===== src/rtl/ctrl_loop_cnt_pkg.sv =====
// Shared widths, state encoding and bounds record for the loop-nest counter.
package ctrl_loop_cnt_pkg;

  localparam int CLOG2K = 3;
  localparam int CLOG2W = 2;
  localparam int CLOG2L = 2;

  typedef enum logic [1:0] {
    IDLE = 2'd0,
    RUN  = 2'd1,
    DONE = 2'd2
  } ctrl_cnt_state_t;

  typedef struct packed {
    logic [CLOG2L-1:0] l4;
    logic [CLOG2L-1:0] l3;
    logic [CLOG2L-1:0] l2;
    logic [CLOG2L-1:0] l1;
    logic [CLOG2L-1:0] l0;
    logic [CLOG2W-1:0] ckg;
    logic [CLOG2K-1:0] ksi;
  } ctrl_bounds_t;

endpackage


===== src/rtl/ctrl_cnt_stage.sv =====
// One loop-nest digit: counts 0..bound and wraps to 0 when incremented at its bound.
module ctrl_cnt_stage #(
  parameter int W = 4
) (
  input  logic         clk,
  input  logic         rst_n,
  input  logic         clr,
  input  logic         inc,
  input  logic [W-1:0] bound,
  output logic [W-1:0] cnt,
  output logic         at_max
);

  logic [W-1:0] cnt_q;
  logic [W-1:0] cnt_d;

  assign at_max = (cnt_q == bound);
  assign cnt    = cnt_q;

  // Next count: clear wins over increment; increment at bound wraps.
  always_comb begin
    cnt_d = cnt_q;
    if (clr) begin
      cnt_d = {W{1'b0}};
    end else if (inc) begin
      if (at_max) begin
        cnt_d = {W{1'b0}};
      end else begin
        cnt_d = cnt_q + 1'b1;
      end
    end else begin
      cnt_d = cnt_q;
    end
  end

  // Count register.
  always_ff @(posedge clk or negedge rst_n) begin
    if (!rst_n) begin
      cnt_q <= {W{1'b0}};
    end else begin
      cnt_q <= cnt_d;
    end
  end

endmodule


===== src/rtl/ctrl_loop_cnt.sv =====
// Seven-deep loop-nest walker: latches bounds on start, issues every index tuple
// through valid/ready and pulses done after the final tuple is accepted.
module ctrl_loop_cnt
  import ctrl_loop_cnt_pkg::*;
(
  input  logic              clk,
  input  logic              rst_n,
  input  logic              start,
  input  logic [CLOG2K-1:0] arv_KSI,
  input  logic [CLOG2W-1:0] arv_CKG,
  input  logic [CLOG2L-1:0] arv_L0,
  input  logic [CLOG2L-1:0] arv_L1,
  input  logic [CLOG2L-1:0] arv_L2,
  input  logic [CLOG2L-1:0] arv_L3,
  input  logic [CLOG2L-1:0] arv_L4,
  input  logic              ready,
  output logic              valid,
  output logic [CLOG2K-1:0] cnt_KSI,
  output logic [CLOG2W-1:0] cnt_CKG,
  output logic [CLOG2L-1:0] cnt_L0,
  output logic [CLOG2L-1:0] cnt_L1,
  output logic [CLOG2L-1:0] cnt_L2,
  output logic [CLOG2L-1:0] cnt_L3,
  output logic [CLOG2L-1:0] cnt_L4,
  output logic              last,
  output logic              busy,
  output logic              done
);

  ctrl_cnt_state_t state_q;
  ctrl_bounds_t    bounds_q;
  logic            valid_q;
  logic            busy_q;
  logic            done_q;

  logic [6:0] at_max_s;
  logic [6:0] inc_s;
  logic       clr_s;
  logic       adv_s;
  logic       last_s;

  assign clr_s  = (state_q == IDLE) && start;
  assign adv_s  = valid_q && ready;
  // Gated by valid so the all-zero reset state never reports a final tuple.
  assign last_s = valid_q && (&at_max_s);

  // Carry ripple: a stage steps only when every inner stage sits at its bound.
  always_comb begin
    inc_s    = 7'd0;
    inc_s[0] = adv_s;
    for (int n = 1; n < 7; n++) begin
      inc_s[n] = inc_s[n-1] && at_max_s[n-1];
    end
  end

  // Control FSM with registered handshake/status outputs and the bounds latch.
  always_ff @(posedge clk or negedge rst_n) begin
    if (!rst_n) begin
      state_q  <= IDLE;
      bounds_q <= '0;
      valid_q  <= 1'b0;
      busy_q   <= 1'b0;
      done_q   <= 1'b0;
    end else begin
      case (state_q)
        IDLE: begin
          if (start) begin
            state_q  <= RUN;
            bounds_q <= '{l4: arv_L4, l3: arv_L3, l2: arv_L2, l1: arv_L1,
                          l0: arv_L0, ckg: arv_CKG, ksi: arv_KSI};
            valid_q  <= 1'b1;
            busy_q   <= 1'b1;
          end
        end
        RUN: begin
          if (ready && last_s) begin
            state_q <= DONE;
            valid_q <= 1'b0;
            done_q  <= 1'b1;
          end
        end
        DONE: begin
          state_q <= IDLE;
          done_q  <= 1'b0;
          busy_q  <= 1'b0;
        end
        default: begin
          state_q <= IDLE;
          valid_q <= 1'b0;
          busy_q  <= 1'b0;
          done_q  <= 1'b0;
        end
      endcase
    end
  end

  ctrl_cnt_stage #(.W(CLOG2K)) u_ksi (.clk(clk), .rst_n(rst_n), .clr(clr_s), .inc(inc_s[0]),
    .bound(bounds_q.ksi), .cnt(cnt_KSI), .at_max(at_max_s[0]));
  ctrl_cnt_stage #(.W(CLOG2W)) u_ckg (.clk(clk), .rst_n(rst_n), .clr(clr_s), .inc(inc_s[1]),
    .bound(bounds_q.ckg), .cnt(cnt_CKG), .at_max(at_max_s[1]));
  ctrl_cnt_stage #(.W(CLOG2L)) u_l0 (.clk(clk), .rst_n(rst_n), .clr(clr_s), .inc(inc_s[2]),
    .bound(bounds_q.l0), .cnt(cnt_L0), .at_max(at_max_s[2]));
  ctrl_cnt_stage #(.W(CLOG2L)) u_l1 (.clk(clk), .rst_n(rst_n), .clr(clr_s), .inc(inc_s[3]),
    .bound(bounds_q.l1), .cnt(cnt_L1), .at_max(at_max_s[3]));
  ctrl_cnt_stage #(.W(CLOG2L)) u_l2 (.clk(clk), .rst_n(rst_n), .clr(clr_s), .inc(inc_s[4]),
    .bound(bounds_q.l2), .cnt(cnt_L2), .at_max(at_max_s[4]));
  ctrl_cnt_stage #(.W(CLOG2L)) u_l3 (.clk(clk), .rst_n(rst_n), .clr(clr_s), .inc(inc_s[5]),
    .bound(bounds_q.l3), .cnt(cnt_L3), .at_max(at_max_s[5]));
  ctrl_cnt_stage #(.W(CLOG2L)) u_l4 (.clk(clk), .rst_n(rst_n), .clr(clr_s), .inc(inc_s[6]),
    .bound(bounds_q.l4), .cnt(cnt_L4), .at_max(at_max_s[6]));

  assign valid = valid_q;
  assign busy  = busy_q;
  assign done  = done_q;
  assign last  = last_s;

endmodule


===== config.mk =====
export PLATFORM = sky130hd
export DESIGN_NAME = ctrl_loop_cnt
export DESIGN_NICKNAME = d
export VERILOG_FILES = /design/src/rtl/ctrl_loop_cnt_pkg.sv /design/src/rtl/ctrl_cnt_stage.sv /design/src/rtl/ctrl_loop_cnt.sv
export SDC_FILE = /design/constraint.sdc
export NUM_CORES = 1
export LEC_CHECK = 0
export CAP_MARGIN = 20
export CORE_MARGIN = 8
export CORE_UTILIZATION = 50
export CTS_BUF_LIST = sky130_fd_sc_hd__clkbuf_16
export CTS_CLUSTER_DIAMETER = 50
export DETAILED_ROUTE_END_ITERATION = 8
export PLACE_DENSITY = 0.86
export SLEW_MARGIN = 20
export SYNTH_ARGS = -nofsm -noshare
export SYNTH_HDL_FRONTEND = slang
export SYNTH_SLANG_ARGS = --single-unit

===== constraint.sdc =====
create_clock -name clk -period 2.8 [get_ports clk]
set_input_delay 0.56 -clock clk [delete_from_list [all_inputs] [get_ports clk]]
set_output_delay 0.56 -clock clk [all_outputs]
set_load 0.005 [all_outputs]

; After elaboration in Yosys (flattened, before gate mapping)
; Cells that the tools add are included.
[classes]
add_sub_neg = 7
n_eq_ne = 11
n_mux = 30
n_bitwise = 3
n_reduce_logical = 24
[op_table]
columns = operator, n
row1 = $mux 2, 20
row2 = $reduce_bool 2->1, 7
row3 = $add 2x1->2 const B, 6
row4 = $eq 2x2->1, 6
row5 = $logic_and 1x1->1, 10
row6 = $mux 3, 3
row7 = $reduce_and 2->1, 4
row8 = $reduce_and 7->1, 1
row9 = $ne 2x2->1 const B, 2
row10 = $pmux 1 s2, 2
row11 = $pmux 2 s2, 1
row12 = $add 3x1->3 const B, 1
row13 = $eq 3x3->1, 1
row14 = $mux 1, 3
row15 = $not 1->1, 3
row16 = $pmux 1 s3, 1
row17 = $reduce_and 3->1, 1
row18 = $eq 2x1->1 const B, 1
row19 = $eq 2x2->1 const B, 1
row20 = $logic_not 2->1, 1
[totals]
ff_bits = 35
inputBits = 19
output_inout_bits = 19
word_cells = 93

; Depth between registers and ports, before layout
; Gate-level depths: netlist (run 1).
[depth]
depth_word = 9
mapped_depth = 5
mapped_depth_nobuf = 5

; By module
; From an unflattened synthesis (run 1), not the netlist that was laid out.
[hier_totals]
hier_cells = 163
area_unflattened_um2 = 1801.7
[by_module_without_submodules]
columns = module, instances, cells_per_inst, area_per_inst_um2, seq_area_each_um2
row1 = ctrl_loop_cnt, 1, 59, 844.6, 500.5
row2 = ctrl_cnt_stage at u_ckg ..., 6, 14, 126.4, 50.0
row3 = ctrl_cnt_stage at u_ksi, 1, 20, 198.9, 75.1

; Least setup slack after synthesis (run 1)
; No wires, ideal clock.
[synth_timing]
path_kind = register -> register
start = reg u_ckg.cnt_q[0] (netlist: u_ckg.cnt[0])
end = reg u_l3.cnt_q[1] (netlist: u_l3.cnt[1])
setup_time_ps = 82
arrival_ps = 2183
t_required_ps = 2718
slack_ps = 535
path_stages_with_launch = 6
path_buffers = 0
synth_period_minus_slack_ps = 2265
path_cell_list = dfrtp_1 -> xor2_1 -> or4_4 -> or3_4 -> or4b_1 -> a31oi_1
[synth_between]
elab_chain_cells = 6
[synth_lines]
columns = item, line
row1 = start: declaration, ctrl_cnt_stage.sv:14  ; logic [W-1:0] cnt_q;
row2 = start signal: assignment, ctrl_cnt_stage.sv:39  ; cnt_q <= {W{1'b0}};
row3 = start signal: assignment, ctrl_cnt_stage.sv:41  ; cnt_q <= cnt_d;
row4 = $eq 2x2->1, ctrl_cnt_stage.sv:17  ; assign at_max = (cnt_q == bound);
row5 = $logic_and 1x1->1 (4 in series), ctrl_loop_cnt.sv:52  ; inc_s[n] = inc_s[n-1] && at_max_s[n-1];
row6 = $reduce_bool 2->1 (no source line), -
row7 = end signal: assignment, ctrl_cnt_stage.sv:39
row8 = end signal: assignment, ctrl_cnt_stage.sv:41
row9 = end: declaration, ctrl_cnt_stage.sv:14
; No other way between the ends.
; A chain may end at the register's enable or synchronous reset.

; Worst setup path in the final report (run 1)
[layout_timing]
start = reg u_ckg.cnt_q[1] (netlist: u_ckg.cnt[1])
end = out last
[layout_between]
elab_chain_cells = 3
[layout_lines]
columns = item, line
row1 = $eq 2x2->1, ctrl_cnt_stage.sv:17
row2 = $reduce_and 7->1, ctrl_loop_cnt.sv:45  ; assign last_s = valid_q && (&at_max_s);
row3 = $logic_and 1x1->1, ctrl_loop_cnt.sv:45
row4 = end: declaration, ctrl_loop_cnt.sv:25  ; output logic last,
; No other way between the ends.

==> out/results.md, run 1 <==
| Quantity | This run |
|:---|:---|
| Standard cell core area | 0.00331 mm2 |
| Stage delay of the slowest cell on the critical path | 0.58 ns |
| Leading register cell type out of synthesis | sky130_fd_sc_hd__dfrtp_1 |
| Worst hold slack after final layout | 0.480 ns |
| Number of warning messages in the yosys log | 0 |
| Reported max-cap violation count | 0 |
| Ant. Diodes | 0 |
| Highest attainable clock frequency | 385 MHz |
| Vias in the first global route | 1506 |
| Maximum resistive drop on vdd | 0.000543 V |
| Int Power | 1220 uW |
| Vias | 1394 |
| Total net switching power | 564 uW |
| Fraction of registers with async set or reset after synthesis | 1.00 |
| Root Buffer | sky130_fd_sc_hd__clkbuf_16 |
| CTS Buf Count | 5 |
| Data required time of the critical path | 2.24 ns |
| Avg Vias per Cell | 5.60 |
| Final cell count without fillers | 249 |
| Slowest-stage cell, CP | sky130_fd_sc_hd__or4_4 |
| Number of input and output port buffers inserted | 37 |
| Num Clock Sinks | 35 |
| Routed length per placed instance | 16.6 um |
| CTS tree | built |
| Routability congestion estimate from global placement | 0.815 |
| Cell taking the most area after synthesis | sky130_fd_sc_hd__dfrtp_1 |
| Overall routed net length | 4.14 mm |
| Maximum number of pins on one net before global-route repair | 36 |
| Final Hold Viols | 0 |
| Most frequent cells after synthesis | sky130_fd_sc_hd__dfrtp_1 (35), sky130_fd_sc_hd__mux2_2 (15), sky130_fd_sc_hd__nor2_1 (15), sky130_fd_sc_hd__nand2_1 (12), sky130_fd_sc_hd__a21oi_1 (11) |
| Synthesized flop and latch total | 35 |
| Fraction of post-synthesis cell area in the top cell type by area | 0.511 |
| Setup crit end kind | primary output |
| Startpoint type of the worst setup path | flip-flop |
| Finished Cell Area | 0.00231 mm2 |
| Arr. time, crit path | 2.03 ns |
| Clock-pin slew on the worst setup and hold paths | 0.05 ns |
| Number of enable flip-flop cells after synthesis | 0 |
| Comb pwr share | 0.323 |
| Number of nets in the final layout | 224 |
| Biggest area contributors in the synthesized netlist | sky130_fd_sc_hd__dfrtp_1 (51%), sky130_fd_sc_hd__mux2_2 (9.8%), sky130_fd_sc_hd__xnor2_1 (4.6%) |
| Initial drt markers | 94 |
| Worst Tran Pin Value | 0.531 ns |
| Number of levels the H-tree was split into | 2 |
| Placed Cells incl. Taps | 243 |
| Path type of the worst setup path | flip-flop to primary output |
| Post-route ant nets | 0 |
| Reg power frac | 0.400 |
| Worst-case clock skew | 0.00493 ns |
| RSZ-0062 raised after global routing | no |
| First-pass GRT wire length | 6.73 mm |
| Setup repair bufs after CTS | 0 |
| Number of core rows | 21 |
| # hold bufs at CTS | 0 |
| Synthesized area per cell | 10.9 um2 |
| Clock latency at the later pin of the worst-skew pair | 0.28 ns |
| Synthesized netlist net count | 178 |
| Net switching fraction of the power | 0.316 |
| Leak | 0.000945 uW |
| GRT Util Overall | 0.162 |
| Post-place instance area | 0.00217 mm2 |
| Fraction of final layout cells sized beyond drive strength 1 | 0.163 |
| Die Span Y | 74.6 um |
| Class of the tightest hold or removal check | flip-flop to flip-flop |
| Post-DP HPWL | 2.93 mm |
| Highest fanout seen on the critical path | 4 |
| Part of the Yosys area used for sequential elements | 0.511 |
| Area of the die | 0.00556 mm2 |
| Result of the run | completed |
| Cell variety after synth | 33 |
| Clock buffer depth | 2 |
| GRT Residual Overflow | 0 |
| Headroom to the max-slew limit | 0.643 |
| Hold path depth | 1 |
| Final worst path period share | 0.927 |
| Post-synth design cell area | 0.00172 mm2 |
| I/O pin total | 38 |
| Design Power | 1790 uW |
| Starting utilization of the core area | 0.518 |
| Number of max-slew violations in the final report | 0 |
| Most frequently used cell type in the post-synthesis netlist | sky130_fd_sc_hd__dfrtp_1 |
| Detailed-router iteration count before antenna repair | 4 |
| Worst path cell trace | xor2_1 > or4_4 > nor4_2 > dlygate4sd2_1 |
| Min Tclk post-route | 2.59 ns |
| Total power divided by cell area | 774 mW/mm2 |
| Setup Viol. Count Final | 0 |
| Cell depth of the worst flop-to-flop path | 5 |
| Horiz. Die Dim | 74.6 um |
| Initial antenna violation count | 0 |
| DRC Markers | 0 |
| Area added between synthesis and finish | 34.6% |
| Share of power burned in the clock network | 0.276 |
| Total Neg Setup Slack | 0 ns |
| Cell count after synthesis | 158 |
[sequential cells by signal (all words and copies together) (netlist names)]
signal and flops:
bounds_q 15, u_ksi.cnt 3, state_q 2, u_ckg.cnt 2, u_l0.cnt 2, u_l1.cnt 2
u_l2.cnt 2, u_l3.cnt 2, u_l4.cnt 2, busy 1, done 1, valid 1
[layout by cell type, fill, tap and decap left out, types with 3 or more instances in the layout]
| cell | n |
|---|---|
| sky130_fd_sc_hd__xor2_1 | 7 |
| sky130_fd_sc_hd__xnor2_1 | 9 |
| sky130_fd_sc_hd__nor4_1 | 3 |
| sky130_fd_sc_hd__dfrtp_1 | 35 |
| sky130_fd_sc_hd__clkdlybuf4s50_1 | 36 |
| sky130_fd_sc_hd__and2_1 | 3 |
| sky130_fd_sc_hd__buf_4 | 5 |
| sky130_fd_sc_hd__nand3b_1 | 4 |
| sky130_fd_sc_hd__mux2_2 | 15 |
| sky130_fd_sc_hd__o21ai_0 | 8 |
| sky130_fd_sc_hd__clkbuf_16 | 5 |
| sky130_fd_sc_hd__a21oi_1 | 11 |
| sky130_fd_sc_hd__nor2_1 | 15 |
| sky130_fd_sc_hd__nand2_1 | 12 |
| sky130_fd_sc_hd__nand4_1 | 3 |
[metrics by stage]
step / util / setup WS (ns)
finish: 0.697 / 0.205
global route: 0.697 / 0.139
CTS: 0.697 / 0.185
detailed placement: 0.657 / 0.136
global placement: 0.657 / 0.175
floorplan: - / 0.535
[area by class of cell]
| type | instances | area, um2 |
|---|---|---|
| fillers | 272 | 1000 |
| inverters | 1 | 3.75 |
| clock inverters | 1 | 3.75 |
| clock buffers | 5 | 125 |
| multi-input cells | 119 | 836 |
| repair buffers | 42 | 407 |
| well taps | 46 | 57.6 |
| flip-flops and latches | 35 | 876 |
[layer usage]
layer,track usage,part of all wire,up-vias
li1,-,-,655
met1,0.164,0.40,668
met2,0.275,0.49,58
met3,0.0728,0.083,13
met4,0.0804,0.027,0
met5,0,0,-
[worst max-delay path, delay by kind of cell, from the launching register on]
kind,cells,cell delay (ns)
XOR/XNOR,1,0.20
flip-flops,1,0.42
buffers and inverters,1,0.27
AND/OR/NAND/NOR,2,0.85
[path summary, 6_finish.rpt]
kind                                          startpoint                        to  slack [ns]
min in group asynchronous                          rst_n  bounds_q[11]$_DFFE_PN0P_        0.69
worst max-delay path            u_ckg.cnt[1]$_DFFE_PN0P_                      last        0.21
worst max register to register  u_ckg.cnt[1]$_DFFE_PN0P_   u_l3.cnt[1]$_DFFE_PN0P_        0.40
max in group asynchronous                          rst_n   bounds_q[2]$_DFFE_PN0P_        1.80
worst min-delay path                    busy$_DFFE_PN0P_          busy$_DFFE_PN0P_        0.48
worst min register to register          busy$_DFFE_PN0P_          busy$_DFFE_PN0P_        0.48
[cell families after synthesis]
group / count (synthesis) / share of synthesized area
and+or+nand+nor: 61 / 0.203
buffers and inverters: 4 / 0.00875
adders and majority gates: 1 / 0.00729
muxes: 17 / 0.110
xor gates and xnor gates: 16 / 0.0817
DFF: 35 / 0.511
AOI/OAI and AO/OA: 24 / 0.0780
[power groups by stage]
stage	Combinational (uW)	Clock [uW]	Sequential, uW
2_1_floorplan	314	0	702
3_3_place_gp	533	0	710
3_5_place_dp	560	0	719
4_1_cts	579	505	713
5_1_grt	631	533	730
6_report	578	493	715
[what timing repair did]
action,4_1_cts,5_1_grt
endpoints found under the hold margin,0,0
setup endpoints to repair,1,0
gates resized for setup,2,0
Note: power is estimated with default switching activity, not from simulation.
==> run 2, diff against run 1 <==
- SLEW_MARGIN: 20 -> unset
==> results of run 2 <==
Same layout as run 1: the final DEF is identical, and so are final timing and power.
==> run 3, diff against run 2 <==
- ABC_AREA: unset -> 1
- CORE_UTILIZATION: 50 -> 51
==> out/results.md, run 3 <==
| Quantity | This run | Delta |
|:---|:---|:---|
| Arr. time, crit path | 2.14 ns | +0.11 ns |
| Maximum number of pins on one net before global-route repair | 36 | unchanged |
| Clock buffer depth | 2 | unchanged |
| Most common library cell in the layout ignoring fill and taps | sky130_fd_sc_hd__nand2_1 |  |
| Number of max-slew violations in the final report | 0 | unchanged |
| Synthesized netlist net count | 264 | +48% |
| First-pass GRT wire length | 7.44 mm | +10% |
| Vias in the first global route | 1679 | +11% |
| Routed length per placed instance | 12.5 um | -25% |
| Biggest area contributors in the synthesized netlist | sky130_fd_sc_hd__dfrtp_1 (46%), sky130_fd_sc_hd__nand2_1 (17%), sky130_fd_sc_hd__inv_1 (4.9%) |  |
| Post-place instance area | 0.00233 mm2 | +7.1% |
| Final Hold Viols | 0 | unchanged |
| Cell seen most often among critical-path stages | sky130_fd_sc_hd__nand2_1 |  |
| RSZ-0062 raised after global routing | no |  |
| Share of power burned in the clock network | 0.281 | +0.005 |
| Cell count after synthesis | 244 | +54% |
| Fraction of post-synthesis cell area in the top cell type by area | 0.458 | -0.0531 |
| Reported max-cap violation count | 0 | unchanged |
| Total number of cells along the worst setup path | 6 | +2 |
| Most frequently used cell type in the post-synthesis netlist | sky130_fd_sc_hd__nand2_1 |  |
| Overall routed net length | 4.17 mm | +0.70% |
| Highest attainable clock frequency | 371 MHz | -3.8% |
| CTS tree | built |  |
| Busiest layer in global routing | met2 |  |
| Cell variety after synth | 30 | -9.1% |
| GRT Residual Overflow | 0 | unchanged |
| Comb pwr share | 0.335 | +0.012 |
| Post-DP HPWL | 3.01 mm | +2.6% |
| I/O pin total | 38 | unchanged |
| Number of warning messages in the yosys log | 0 | unchanged |
| Number of core rows | 22 | +4.8% |
| Path type of the worst setup path | flip-flop to primary output |  |
| CTS Buf Count | 5 | unchanged |
| Synthesized area per cell | 7.85 um2 | -28% |
| Headroom to the max-slew limit | 0.703 | +0.0599 |
| Initial antenna violation count | 0 | unchanged |
| Reg power frac | 0.384 | -0.016 |
| Cell depth of the worst flop-to-flop path | 7 | +2 |
| Total power divided by cell area | 742 mW/mm2 | -4.1% |
| Total net switching power | 626 uW | +11% |
| Vias | 1675 | +20% |
| Maximum resistive drop on vdd | 0.000392 V | -28% |
| Root Buffer | sky130_fd_sc_hd__clkbuf_16 |  |
| Routability congestion estimate from global placement | 0.820 | +0.71% |
| Net switching fraction of the power | 0.342 | +0.0257 |
| Min Tclk post-route | 2.70 ns | +0.103 ns |
| Startpoint type of the worst setup path | flip-flop |  |
| Most frequent cells in the layout | sky130_fd_sc_hd__nand2_1 (85), sky130_fd_sc_hd__clkdlybuf4s50_1 (37), sky130_fd_sc_hd__dfrtp_1 (35) |  |
| Part of the Yosys area used for sequential elements | 0.458 | -0.0531 |
| Horiz. Die Dim | 77.3 um | +3.6% |
| Worst-case clock skew | 0.00456 ns | -0.000374 ns |
| GR Util met2 | 0.259 | -0.0163 |
| Total Neg Setup Slack | 0 ns | unchanged |
| Area added between synthesis and finish | 29.2% |  |
| Most frequent cells after synthesis | sky130_fd_sc_hd__nand2_1 (85), sky130_fd_sc_hd__dfrtp_1 (35), sky130_fd_sc_hd__inv_1 (25), sky130_fd_sc_hd__nand3_1 (14) |  |
| Post-synth design cell area | 0.00191 mm2 | +12% |
| Number of enable flip-flop cells after synthesis | 0 | unchanged |
| Initial drt markers | 96 | +2.1% |
| Avg Vias per Cell | 5.01 | -10% |
| Num Clock Sinks | 35 | unchanged |
| Detailed-router iteration count before antenna repair | 4 | unchanged |
| Number of nets in the final layout | 305 | +36% |
| Leak | 0.00121 uW | +28% |
| Die Span Y | 77.3 um | +3.6% |
| Standard cell core area | 0.00363 mm2 | +9.8% |
| Most flop-heavy register | bounds_q |  |
| Ant. Diodes | 0 | unchanged |
| Finished Core Util | 0.680 | -0.0168 |
| Leading register cell type out of synthesis | sky130_fd_sc_hd__dfrtp_1 |  |
| Starting utilization of the core area | 0.527 | +0.00872 |
| Fraction of final layout cells sized beyond drive strength 1 | 0.119 | -0.0437 |
| Stage delay of the slowest cell on the critical path | 0.57 ns | about the same |
| Class of the tightest hold or removal check | flip-flop to flip-flop |  |
| Setup crit end kind | primary output |  |
| Post-route ant nets | 0 | unchanged |
| GRT Util Overall | 0.151 | -0.0105 |
| Clock latency at the later pin of the worst-skew pair | 0.28 ns | about the same |
| Highest fanout seen on the critical path | 5 | +1 |
| Worst path cell trace | inv_1 > nand2_1 > nand2_1 > nand3_1 > nor4_2 > clkdlybuf4s50_1 |  |
| Cell taking the most area after synthesis | sky130_fd_sc_hd__dfrtp_1 |  |
| Final worst path period share | 0.964 | +0.0369 |
| DRC Markers | 0 | unchanged |
| WP buf/inv | 2 | +1 |
| Met3 capacity usage during global routing | 0.0501 | -0.0227 |
| Number of levels the H-tree was split into | 2 | unchanged |
| Setup Viol. Count Final | 0 | unchanged |
| Area of the die | 0.00597 mm2 | +7.4% |
| Data required time of the critical path | 2.24 ns | about the same |
| Int Power | 1210 uW | -1.2% |
| Clock-pin slew on the worst setup and hold paths | 0.05 ns | about the same |
| Global-route met1 utilization | 0.165 | +0.00145 |
| # hold bufs at CTS | 0 | unchanged |
| Number of input and output port buffers inserted | 37 | unchanged |
| Hold path depth | 2 | +1 |
| Fraction of registers with async set or reset after synthesis | 1.00 | unchanged |
| Number of flip-flops in the largest register | 15 | unchanged |
| Slowest-stage cell, CP | sky130_fd_sc_hd__clkdlybuf4s50_1 |  |
| Synthesized flop and latch total | 35 | unchanged |
| Category of cells accounting for the largest share of critical-path delay | simple AND/OR/NAND/NOR gates |  |
| Result of the run | completed |  |
| Finished Cell Area | 0.00247 mm2 | +7.1% |
| Worst Tran Pin Value | 0.446 ns | -0.0850 ns |
-- run 3: cell types whose count changed in the layout (fill, tap and decap cells not counted), sizes merged, moves of 4 or more --
cell / delta
nand2: +79
inv: +32
mux2: -15
nand3: +14
o21ai: +8
xor2: -6
nand4: +5
a21oi: -4
nand3b: -4
nor2: +4
or4: -4
-- run 3: cell type report --
cell class                 instances  area (um2)
clock inverter                     3        12.5
tap                               48        60.1
sequential                        35         876
multi-input combinational        171         890
timing repair buffer              39         385
inverter                          33         124
fill                             309        1160
clock buffer                       5         125
-- run 3: final timing paths --
check	start	end	slack (ns)
min reg2reg	busy$_DFFE_PN0P_	busy$_DFFE_PN0P_	0.49
max reg2reg	state_q[1]$_DFFE_PN0P_	u_l4.cnt[0]$_DFFE_PN0P_	1.11
min	busy$_DFFE_PN0P_	busy$_DFFE_PN0P_	0.49
max in group asynchronous	rst_n	u_l0.cnt[1]$_DFFE_PN0P_	1.78
min in group asynchronous	rst_n	bounds_q[5]$_DFFE_PN0P_	0.70
max	u_ksi.cnt[0]$_DFFE_PN0P_	last	0.10
-- run 3: repair_timing --
action	CTS	global route
setup endpoints to repair	0	1
hold endpoints to repair	0	0
resized for setup	0	1
buffers inserted	0	0
-- run 3: metrics by stage --
stage / hold WS (ns) / cells / total power, uW / setup WS, ns
after floorplan: 0.264 / 244 / 1070 / 1.11
after global placement: 0.471 / 326 / 1300 / 0.455
after detailed placement: 0.475 / 326 / 1320 / 0.422
after CTS: 0.499 / 334 / 1850 / 0.00761
after global routing: 0.527 / 334 / 1970 / 0.00899
final: 0.488 / 334 / 1830 / 0.102
-- run 3: cell families after synthesis --
family                     synth area share
and+or+nand+nor                       0.339
buffers and inverters                0.0810
DFF                                   0.458
AOI/OAI and AO/OA                    0.0797
xor gates and xnor gates             0.0359
adders and majority gates           0.00653
-- run 3: per-layer routing --
metal	vias to the layer above	share of wire
met5	-	0
met4	0	0.019
met3	8	0.059
met2	33	0.50
met1	788	0.42
li1	846	-
-- run 3: power by group through the flow --
stage	Combinational (uW)	Clock, uW	Sequential, uW
6_report	614	515	704
5_1_grt	696	551	719
4_1_cts	622	527	702
3_5_place_dp	612	0	708
3_3_place_gp	599	0	703
2_1_floorplan	374	0	698
-- run 3: worst register-to-register path: stages (launching register included) --
cell                       delay, ns
sky130_fd_sc_hd__dfrtp_1        0.43
sky130_fd_sc_hd__nor2_1         0.19
sky130_fd_sc_hd__nand2_4        0.21
sky130_fd_sc_hd__inv_2          0.36
sky130_fd_sc_hd__o21bai_4       0.22
sky130_fd_sc_hd__nand2_2        0.07
sky130_fd_sc_hd__nand2_1        0.06
sky130_fd_sc_hd__nand2_1        0.05
